==> src/rtl/pulse_stretcher_pkg.sv <==
// Shared FSM state encoding and counter sizing for pulse_stretcher.
package pulse_stretcher_pkg;

  typedef enum logic [1:0] {
    ST_IDLE   = 2'b00,
    ST_ACTIVE = 2'b01,
    ST_GAP    = 2'b10
  } state_t;

  // One counter serves both phases, so it must hold the larger of the two reloads.
  function automatic int cnt_width(input int width, input int gap);
    int m;
    m = (width > gap) ? width : gap;
    return (m < 1) ? 1 : $clog2(m + 1);
  endfunction

endpackage

==> src/rtl/pulse_stretcher_if.sv <==
// Tick request and stretched-level status bundle; master drives tick, slave answers.
interface pulse_stretcher_if;
  logic tick;
  logic out;
  logic busy;
  logic done;
  logic missed;

  modport master (output tick, input out, busy, done, missed);
  modport slave  (input tick, output out, busy, done, missed);
endinterface

==> src/rtl/pulse_stretcher_down_counter_ld.sv <==
// Loadable down counter with zero flag; load wins over decrement, holds at zero.
// One-cycle update, no backpressure.
module down_counter_ld #(
  parameter int W = 4
) (
  input  logic         clk,
  input  logic         reset,
  input  logic         load,
  input  logic [W-1:0] load_val,
  input  logic         dec,
  output logic [W-1:0] count,
  output logic         zero
);

  always_ff @(posedge clk or negedge reset) begin
    if (!reset) begin
      count <= '0;
    end else if (load) begin
      count <= load_val;
    end else if (dec && (count != '0)) begin
      count <= count - W'(1);
    end
  end

  assign zero = (count == '0);

endmodule

==> src/rtl/pulse_stretcher.sv <==
// Stretches a tick into a WIDTH-cycle level plus GAP-cycle guard; out rises 1 cycle after the tick.
// No backpressure: ticks while busy are dropped and flagged on missed (PULSE_STRETCHER_RETRIGGER_EN lets ACTIVE ticks reload).
module pulse_stretcher
  import pulse_stretcher_pkg::*;
#(
  parameter int WIDTH = 8,
  parameter int GAP   = 2
) (
  input  logic                clk,
  input  logic                reset,
  pulse_stretcher_if.slave    bus
);

  localparam int            CW       = cnt_width(WIDTH, GAP);
  localparam logic [CW-1:0] WIDTH_LD = CW'(WIDTH - 1);
  localparam logic [CW-1:0] GAP_LD   = (GAP > 0) ? CW'(GAP - 1) : '0;

`ifdef PULSE_STRETCHER_RETRIGGER_EN
  localparam bit RETRIG = 1'b1;
`else
  localparam bit RETRIG = 1'b0;
`endif

  state_t        state;
  logic [CW-1:0] count;
  logic          cnt_zero;
  logic          cnt_ld;
  logic          cnt_dec;
  logic [CW-1:0] cnt_val;
  logic          out_reg;
  logic          busy_reg;
  logic          done_reg;
  logic          missed_reg;

  always_comb begin
    cnt_ld  = 1'b0;
    cnt_dec = 1'b0;
    cnt_val = WIDTH_LD;
    case (state)
      ST_IDLE: cnt_ld = bus.tick;
      ST_ACTIVE: begin
        if (RETRIG && bus.tick) begin
          cnt_ld = 1'b1;
        end else if (cnt_zero) begin
          cnt_ld  = (GAP > 0);
          cnt_val = GAP_LD;
        end else begin
          cnt_dec = 1'b1;
        end
      end
      ST_GAP: cnt_dec = !cnt_zero;
      default: begin
        cnt_ld  = 1'b1;
        cnt_val = '0;
      end
    endcase
  end

  down_counter_ld #(.W(CW)) u_cnt (
    .clk      (clk),
    .reset    (reset),
    .load     (cnt_ld),
    .load_val (cnt_val),
    .dec      (cnt_dec),
    .count    (count),
    .zero     (cnt_zero)
  );

  always_ff @(posedge clk or negedge reset) begin
    if (!reset) begin
      state      <= ST_IDLE;
      out_reg    <= 1'b0;
      busy_reg   <= 1'b0;
      done_reg   <= 1'b0;
      missed_reg <= 1'b0;
    end else begin
      done_reg   <= 1'b0;
      missed_reg <= 1'b0;
      case (state)
        ST_IDLE: begin
          if (bus.tick) begin
            state    <= ST_ACTIVE;
            out_reg  <= 1'b1;
            busy_reg <= 1'b1;
          end
        end
        ST_ACTIVE: begin
          // A retrigger on the final edge keeps the pulse alive and suppresses done.
          if (!(RETRIG && bus.tick)) begin
            missed_reg <= bus.tick;
            if (cnt_zero) begin
              out_reg  <= 1'b0;
              done_reg <= 1'b1;
              if (GAP > 0) begin
                state <= ST_GAP;
              end else begin
                state    <= ST_IDLE;
                busy_reg <= 1'b0;
              end
            end
          end
        end
        ST_GAP: begin
          missed_reg <= bus.tick;
          if (cnt_zero) begin
            state    <= ST_IDLE;
            busy_reg <= 1'b0;
          end
        end
        default: begin
          state    <= ST_IDLE;
          out_reg  <= 1'b0;
          busy_reg <= 1'b0;
        end
      endcase
    end
  end

  assign bus.out    = out_reg;
  assign bus.busy   = busy_reg;
  assign bus.done   = done_reg;
  assign bus.missed = missed_reg;

endmodule

==> src/flat_wrapper.sv <==
// flat-port wrapper written by rule: the top's interface ports become plain ports
module pulse_stretcher_flat import pulse_stretcher_pkg::*;
#(
  parameter int WIDTH = 8,
  parameter int GAP   = 2
)
  (clk, reset, bus_tick, bus_out, bus_busy, bus_done, bus_missed);
  pulse_stretcher_if bus_i ();
  input  logic clk;
  input  logic reset;
  input wire logic [$bits(bus_i.tick)-1:0] bus_tick;
  output wire logic [$bits(bus_i.out)-1:0] bus_out;
  output wire logic [$bits(bus_i.busy)-1:0] bus_busy;
  output wire logic [$bits(bus_i.done)-1:0] bus_done;
  output wire logic [$bits(bus_i.missed)-1:0] bus_missed;
  assign bus_i.tick = bus_tick;
  assign bus_out = bus_i.out;
  assign bus_busy = bus_i.busy;
  assign bus_done = bus_i.done;
  assign bus_missed = bus_i.missed;
  pulse_stretcher #(.WIDTH(WIDTH), .GAP(GAP)) u_core (.clk(clk), .reset(reset), .bus(bus_i));
endmodule
==> config.mk <==
export PLATFORM = sky130hd
export DESIGN_NAME = pulse_stretcher_flat
export DESIGN_NICKNAME = d
export VERILOG_FILES = /design/src/rtl/pulse_stretcher_pkg.sv /design/src/rtl/pulse_stretcher_if.sv /design/src/rtl/pulse_stretcher_down_counter_ld.sv /design/src/rtl/pulse_stretcher.sv /design/src/flat_wrapper.sv
export SDC_FILE = /design/constraint.sdc
export NUM_CORES = 1
export LEC_CHECK = 0
export CAP_MARGIN = 30
export CELL_PAD_IN_SITES_DETAIL_PLACEMENT = 0
export CELL_PAD_IN_SITES_GLOBAL_PLACEMENT = 2
export CORE_MARGIN = 3
export CORE_UTILIZATION = 23
export CTS_CLUSTER_DIAMETER = 100
export CTS_CLUSTER_SIZE = 10
export DETAILED_ROUTE_END_ITERATION = 8
export PLACE_DENSITY = 0.58
export SYNTH_ARGS = -nofsm -noshare
export SYNTH_HDL_FRONTEND = slang
export SYNTH_SLANG_ARGS = --single-unit
==> constraint.sdc <==
create_clock -name clk -period 3 [get_ports clk]
set_clock_uncertainty 0.2 [all_clocks]
set_input_delay 0.6 -clock clk [delete_from_list [all_inputs] [get_ports clk]]
set_output_delay 0.6 -clock clk [all_outputs]
set_load 0.005 [all_outputs]
# == After elaboration in Yosys (flattened, before gate mapping) ==
# Cells that the tools add are included.
# word_totals
ramBits,0
mem_bits_ro,0
latch_bits,0
elab_cells,43
memories,0
out_inout_bits,4
input_bits,3
reg_bits,10
# op_classes
mux,18
reduce_logical,11
div_mod_pow,0
n_lt_le_gt_ge,0
bitwise_logic,2
eq_ne,5
add_sub_neg,1
multipliers,0
shifts,0
# op_table
cell,count
one-hot mux 1 bit (3 select lines),3
AND reduction 3 bit,3
2-to-1 mux 4 bit,2
one-hot mux 4 bit (2 select lines),1
2-to-1 mux 1 bit,6
2-to-1 mux 2 bit,3
one-hot mux 2 bit (3 select lines),1
zero test 4 bit,1
"!= test 2 x 1 -> 1 bit, second input constant",2
nonzero test 4 bit,1
OR reduction 2 bit,2
"subtractor 4 x 1 -> 4 bit, second input constant",1
2-to-1 mux 3 bit,1
"equality test 2 x 1 -> 1 bit, second input constant",1
"equality test 2 bit, second input constant",1
zero test 2 bit,1
"!= test 2 bit, second input constant",1
NOT 1 bit,2
one-hot mux 1 bit (2 select lines),1
nonzero test 2 bit,1
logical AND 1 bit,1
zero test 1 bit,1

# == Depth between registers and ports, before layout ==
# Gate-level depths: netlist of run 1.
# logic_depth
depth_word,6
depth_mapped,6
mapped_depth_nobuf,6

# == Hierarchy ==
# Synthesis of run 1 repeated with hierarchy kept, for this count alone.
# hier_totals
cells_unflattened,62
area_unflattened_um2,653.1
# by_module_without_submodules
module,seq_area_each_um2,cells_each,area_each_um2,n_inst
pulse_stretcher,150.1,35,382.9,1
down_counter_ld,100.1,27,270.3,1

# == Least setup slack after synthesis of run 1 ==
# No wires, ideal clock.
# synth_path
path_kind,flip-flop to flip-flop
start,register u_core.state[0]
end,register u_core.u_cnt.count[1]
setup_ns,0.077
required_time_ns,2.723
path_stages_with_launch,7
t_arrival_ns,1.480
slack_ns,1.243
synth_period_minus_slack_ns,1.757
n_path_buf,0
cell_sequence,dfrtp_1 inv_1 ha_1 o21ai_0 nor2_2 mux2_4 a21oi_1
# synth_between
elab_chain_len,4
elab_cells_between_ends,10
cone_classes,2 x eq/ne; 4 x mux; 4 x reduce/logical
# synth_rtl
item,line_no,text
"start, declared",pulse_stretcher.sv:24,state_t state;
"start signal, assigned",pulse_stretcher.sv:71,state <= ST_IDLE;
"start signal, assigned",pulse_stretcher.sv:82,state <= ST_ACTIVE;
"start signal, assigned",pulse_stretcher.sv:95,state <= ST_GAP;
"equality test 2 bit, or another cell as far along",pulse_stretcher.sv:39,case (state)
OR reduction 2 bit (no source line) or one-hot mux 1 bit (2 select lines) (tied branches),-,
one-hot mux 4 bit (2 select lines) or logical AND 1 bit (tied branches),"pulse_stretcher.sv:39, pulse_stretcher_down_counter_ld.sv:20",
2-to-1 mux 4 bit or nonzero test 2 bit (tied branches),-,
"end signal, assigned",pulse_stretcher_down_counter_ld.sv:19,count <= load_val;
"end signal, assigned",pulse_stretcher_down_counter_ld.sv:21,count <= count - W'(1);
"end, declared",pulse_stretcher_down_counter_ld.sv:11,"output logic [W-1:0] count,"
# Several ways; a longest one is shown, not always the timed one.
# A chain may end at the register's enable or synchronous reset.

# == Final worst setup path of run 1 ==
# Same ends and word-level chain as after synthesis.

==> results of run 1 <==
cell type report:
class	count	share of cell area, %
sequential	10	34.2
clock buffer	3	3.08
timing repair buffer	6	8.22
multi-input combinational	42	46.7
tap	30	5.14
inverter	5	2.57
cells by family after synthesis:
kind of cell	after synthesis	share of synthesized area, %
buffers and inverters	5	3.07
flip-flops	10	41.0
AND/OR/NAND/NOR	13	14.3
XOR/XNOR	2	2.87
AO/OA/AOI/OAI	17	18.4
multiplexers	3	5.94
adder cells (fa/ha/maj)	7	14.3
worst register-to-register path, cell delays in order, from the launching register on:
cell,delay [ns]
dfrtp_1,0.44
inv_1,0.11
ha_1,0.29
o21ai_0,0.33
nor2_2,0.09
mux2_4,0.31
a21oi_1,0.13
final timing paths:
kind                            startpoint                     to  cells after the start
setup / recovery           u_core.state[0]  u_core.u_cnt.count[1]                      6
hold / removal              u_core.bus.out         u_core.bus.out                      2
setup reg to reg           u_core.state[0]  u_core.u_cnt.count[1]                      6
hold reg to reg             u_core.bus.out         u_core.bus.out                      2
max in group asynchronous            reset        u_core.bus.done                      1
min in group asynchronous            reset         u_core.bus.out                      1
per-stage QoR:
step                      std cells  power, µW
after floorplan                  57        525
after global placement           93        648
after detailed placement         93        638
after CTS                        96        730
after global routing             96        782
final                            96        718
power by group through the flow:
stage / clock (µW) / sequential, µW / combinational [µW]
floorplan: 0 / 235 / 291
global placement: 0 / 242 / 407
detailed placement: 0 / 241 / 396
CTS: 91.5 / 239 / 399
global route: 95.8 / 249 / 437
finish: 87.5 / 239 / 392
synth_stat cells:
cell type  instances  area share, %
mux2i_1            1            1.6
nor3b_1            1            1.2
o22ai_1            1            1.0
and2_2             1            1.2
xnor2_1            2            2.9
nor2_2             1            1.0
inv_1              5            3.1
nor3_1             1           0.82
o211ai_1           1            1.2
mux2_4             1            2.5
a221o_2            1            1.8
and2_1             1            1.0
or3_1              1            1.0
o21a_1             1            1.2
a21oi_1            9            7.4
nor3b_4            1            3.1
ha_1               7             14
a211oi_2           2            4.1
mux2_2             1            1.8
nor2_1             5            3.1
dfrtp_1           10             41
or3b_4             1            1.8
o21ai_0            2            1.6
routing by layer:
layer,global-route usage (%),share of wire (%),routed length [µm],vias to the layer above
met5,0,0,0,-
li1,-,-,-,224
met1,9.57,48,536,207
met2,11.6,46,521,7
met3,2.71,4.7,53,2
met4,3.97,1.1,12,0
==> flow_summary.toml, run 1 <==
[critical_path]
path_buf_inv = 1
required_ns = 2.98
path_max_fanout = 6
cpPeakStageDelay_ns = 0.44
critPathLaunchType = "flip-flop"
slowest_stage = "dfrtp_1"
critPathTopFamily = "compound AO/OA/AOI/OAI gates"
worstPathArrival_ns = 1.96
crit_chain = "inv_1 > ha_1 > o21ai_0 > nor2_2 > mux2_4 > a21oi_1"
worst-setup-path-type = "reg -> reg"
cp-end-kind = "flip-flop"
timing.reg2reg.setup_slack_ns = 1.03

[placed_design]
dp_slack_ns = 0.879
place.detailed.hpwl_um = 882
port_buffers = 6
place_area_um2 = 708
gp_congestion = 0.648

[detailed_routing]
dr.first_iter.drc_count = 7
routed_wl_um = 1120
routedWlPerCell_um = 11.7
drc = 0
drt-vias-per-instance = 4.58
dr.pass1.iters = 2
final_antenna_net_count = 0
vias = 440

[finish]
largest_reg_flops = 4
multiInputGateArea_um2 = 342
final_util_pct = 29.2
nFillCells = 266
regMostFlops = "u_core.u_cnt.count"
mostFrequentLayoutCells = "10 x dfrtp_1, 9 x a21oi_1, 7 x ha_1, 6 x clkdlybuf4s50_1"
syn_to_final_growth_pct = 19.7
diodes = 0
finalInstanceArea_um2 = 731
layout_commonest_cell = "dfrtp_1"
drive_gt1_share_pct = 18.2
seq_area_um2 = 250
largestRegisters = "u_core.u_cnt.count: 4 flops, u_core.state: 2 flops"
num-nets-final = 78

[clocking]
cts-buffers-inserted = 3
cts_setup_buffers = 0
clockBufferDepth = 2
cts.clk_slew.worst_paths_ns = 0.06
cts_tree = "built"
clock-sinks = 10
clockRootBuffer = "clkbuf_4"
hold_buffers = 0
h-tree-depth = 1
cts-resized-gates = 0
clock_latency_ns = 0.26

[floorplan]
fp.dieArea_um2 = 3310
core_um2 = 2500
dieHeight_um = 57.5
rows = 18
start_util_pct = 24.4
fp.dieW_um = 57.5
io_pins = 7

[sta]
period_minus_slack_ns = 1.97
tightest_slew_ns = 0.461
maxSlewViolCount = 0
fin_ws_ns = 1.03
rsz0062_at_grt = "no"
hold_viol = 0
fmax_mhz = 507
whs_ns = 0.296
max-slew-margin-rel_pct = 69.2
finalSetupTns_ns = 0
finalCritPeriodShare_pct = 65.8
finalSetupViolCount = 0

[pwr]
p_comb_share_pct = 54.6
power_density_nw_per_um2 = 982
cellLeakagePower_uw = 0.000319
power_frac_clock_pct = 12.2
power.share.switching_pct = 39.2
pwr-share-seq_pct = 33.3
ir_drop_uv = 355
power.switching_uw = 281
internal_power_uw = 436

[synth]
synth.ff_latch_count = 10
avgSynthCellArea_um2 = 10.7
yosys_warnings = 0
synth_cell_types = 23
postSynthCellCount = 57
syn_nets = 67
synth_area_um2 = 611
ys_seq_area_share_pct = 41.0

[global_route]
grt_max_degree = 11
grt_pass1_wl_um = 1930
antenna_found_initial = 0
grt-ovfl-total = 0
grt_pass1_vias = 427
track_usage_pct = 7.68

[run_status]
outcome = "finished, final reports clean"

[worst_hold_path]
min-delay-path-class = "reg -> reg"

[job]
drv_cap = 0
Power figures use the tool's default switching activity.
==> run 2: changes to the inputs <==
--- a/config.mk
+++ b/config.mk
@@ -13,7 +13,7 @@
 export CTS_CLUSTER_DIAMETER = 100
 export CTS_CLUSTER_SIZE = 10
 export DETAILED_ROUTE_END_ITERATION = 8
-export PLACE_DENSITY = 0.58
+export PLACE_DENSITY = 0.6
 export SYNTH_ARGS = -nofsm -noshare
 export SYNTH_HDL_FRONTEND = slang
 export SYNTH_SLANG_ARGS = --single-unit
==> constraint.sdc (replaced) <==
create_clock -name clk -period 1.8 [get_ports clk]
set_clock_uncertainty 0.2 [all_clocks]
set_input_delay 0.36 -clock clk [delete_from_list [all_inputs] [get_ports clk]]
set_output_delay 0.36 -clock clk [all_outputs]
set_load 0.005 [all_outputs]
==> run 2 against run 1 <==
Net effect: register-to-register slack worse by 0.99 ns; sequential power up 64%; clock-buffer cell count up 1; power up 120%; first-iteration DRC count up 86%; utilization up 7.8 points; flip-flop and latch count unchanged.
==> flow_summary.toml, run 2 (synthesized netlist as in run 1, its figures left out) <==
[global_route]
antenna_found_initial = 0
grt-ovfl-total = 0
track_usage_pct = 9.90
grt_pass1_wl_um = 2500
grt_max_degree = 11
grt_pass1_vias = 530

[critical_path]
cpPeakStageDelay_ns = 0.38
worstPathArrival_ns = 1.76
path_max_fanout = 3
crit_chain = "inv_1 > ha_1 > o21ai_2 > nor2_2 > mux2_4 > a21oi_1"
timing.reg2reg.setup_slack_ns = 0.04
critPathLaunchType = "flip-flop"
slowest_stage = "dfrtp_1"
worst-setup-path-type = "reg -> reg"
cp-end-kind = "flip-flop"
required_ns = 1.80

[pwr]
ir_drop_uv = 956
cellLeakagePower_uw = 0.000421
power_frac_clock_pct = 13.0
p_comb_share_pct = 62.7
internal_power_uw = 1020
power.total_uw = 1610
power_density_nw_per_um2 = 1740
power.share.switching_pct = 36.9
power.switching_uw = 594
pwr-share-seq_pct = 24.3

[floorplan]
rows = 18
start_util_pct = 24.4
fp.dieArea_um2 = 3310
core_um2 = 2500
io_pins = 7
fp.dieW_um = 57.5
dieHeight_um = 57.5

[placed_design]
place.detailed.hpwl_um = 1060
place_area_um2 = 828
gp_congestion = 0.713
port_buffers = 6

[finish]
num-nets-final = 97
drive_gt1_share_pct = 46.5
syn_to_final_growth_pct = 51.6
diodes = 0
largest_reg_flops = 4
mostFrequentLayoutCells = "19 x buf_4, 10 x dfrtp_1, 8 x a21oi_1, 6 x ha_1, 6 x clkdlybuf4s50_1"
regMostFlops = "u_core.u_cnt.count"
layout_commonest_cell = "buf_4"
finalInstanceArea_um2 = 926
largestRegisters = "u_core.u_cnt.count: 4 flops, u_core.state: 2 flops"

[clocking]
hold_buffers = 0
clockRootBuffer = "clkbuf_4"
cts.clk_slew.worst_paths_ns = 0.08
cts-buffers-inserted = 3
clock_latency_ns = 0.27
h-tree-depth = 1
cts_tree = "built"
clock-sinks = 10
clockBufferDepth = 2

[sta]
finalSetupViolCount = 0
finalCritPeriodShare_pct = 97.9
finalSetupTns_ns = 0
fmax_mhz = 568
rsz0062_at_grt = "yes"
hold_viol = 0
period_minus_slack_ns = 1.76
tightest_slew_ns = 0.503
max-slew-margin-rel_pct = 66.3
maxSlewViolCount = 0

[worst_hold_path]
min-delay-path-class = "in -> async"

[run_status]
outcome = "finished, final reports clean"

[detailed_routing]
routed_wl_um = 1430
final_antenna_net_count = 0
vias = 525
drt-vias-per-instance = 4.53
dr.pass1.iters = 4
routedWlPerCell_um = 12.4
drc = 0
dr.first_iter.drc_count = 13

[job]
drv_cap = 0
-- run 2: layer usage --
layer  GRT usage (%)  part of all wire [%]
met5               0                     0
met1            14.0                    49
met4            1.99                  0.84
met2            14.5                    47
met3            3.62                   3.3
-- run 2: final timing paths --
kind / startpoint / end / cells past startpoint
setup / recovery: u_core.state[0] / u_core.u_cnt.count[1] / 6
hold / removal: reset / u_core.u_cnt.count[3] / 1
setup reg to reg: u_core.state[0] / u_core.u_cnt.count[1] / 6
hold reg to reg: u_core.bus.out / u_core.bus.out / 2
max in group asynchronous: reset / u_core.state[0] / 1
min in group clk: u_core.bus.out / u_core.bus.out / 2
-- run 2: power groups by stage --
| stage | clock [µW] | sequential (µW) | combinational, µW |
|---|---|---|---|
| 2_1_floorplan | 0 | 391 | 485 |
| 5_1_grt | 232 | 405 | 1120 |
| 3_3_place_gp | 0 | 387 | 908 |
| 3_5_place_dp | 0 | 388 | 899 |
| 4_1_cts | 217 | 383 | 912 |
| 6_report | 209 | 391 | 1010 |
-- run 2: final cells by class --
type | count | area (µm²)
well taps | 30 | 37.5
flip-flops and latches | 10 | 250
repair buffers | 25 | 203
clock buffers | 4 | 36.3
inverters | 5 | 18.8
multi-input cells | 42 | 380
fillers | 252 | 1570
-- run 2: critical path, delay by kind of cell (launching register included) --
kind	cells	cell delay, ns
flops	1	0.38
fa+ha+maj	1	0.34
mux	1	0.31
compound gates	2	0.23
simple gates	1	0.15
buf+inv	1	0.09
-- run 2: through the flow --
step	cells	utilization, %	hold WS [ns]	setup WS, ns
floorplan	57	-	-0.136	0.0429
global placement	109	33.1	0.294	-0.0271
detailed placement	109	33.1	0.303	-0.0277
CTS	113	34.6	0.247	0.00238
global route	116	37.0	0.261	-0.0407
finish	116	37.0	0.223	0.0380
-- run 2: repair_timing --
action / 4_1_cts / 5_1_grt
pin swaps: 1 / 2
gates resized for setup: 1 / 10
buffers inserted: 0 / 3
setup endpoints to repair: 3 / 6
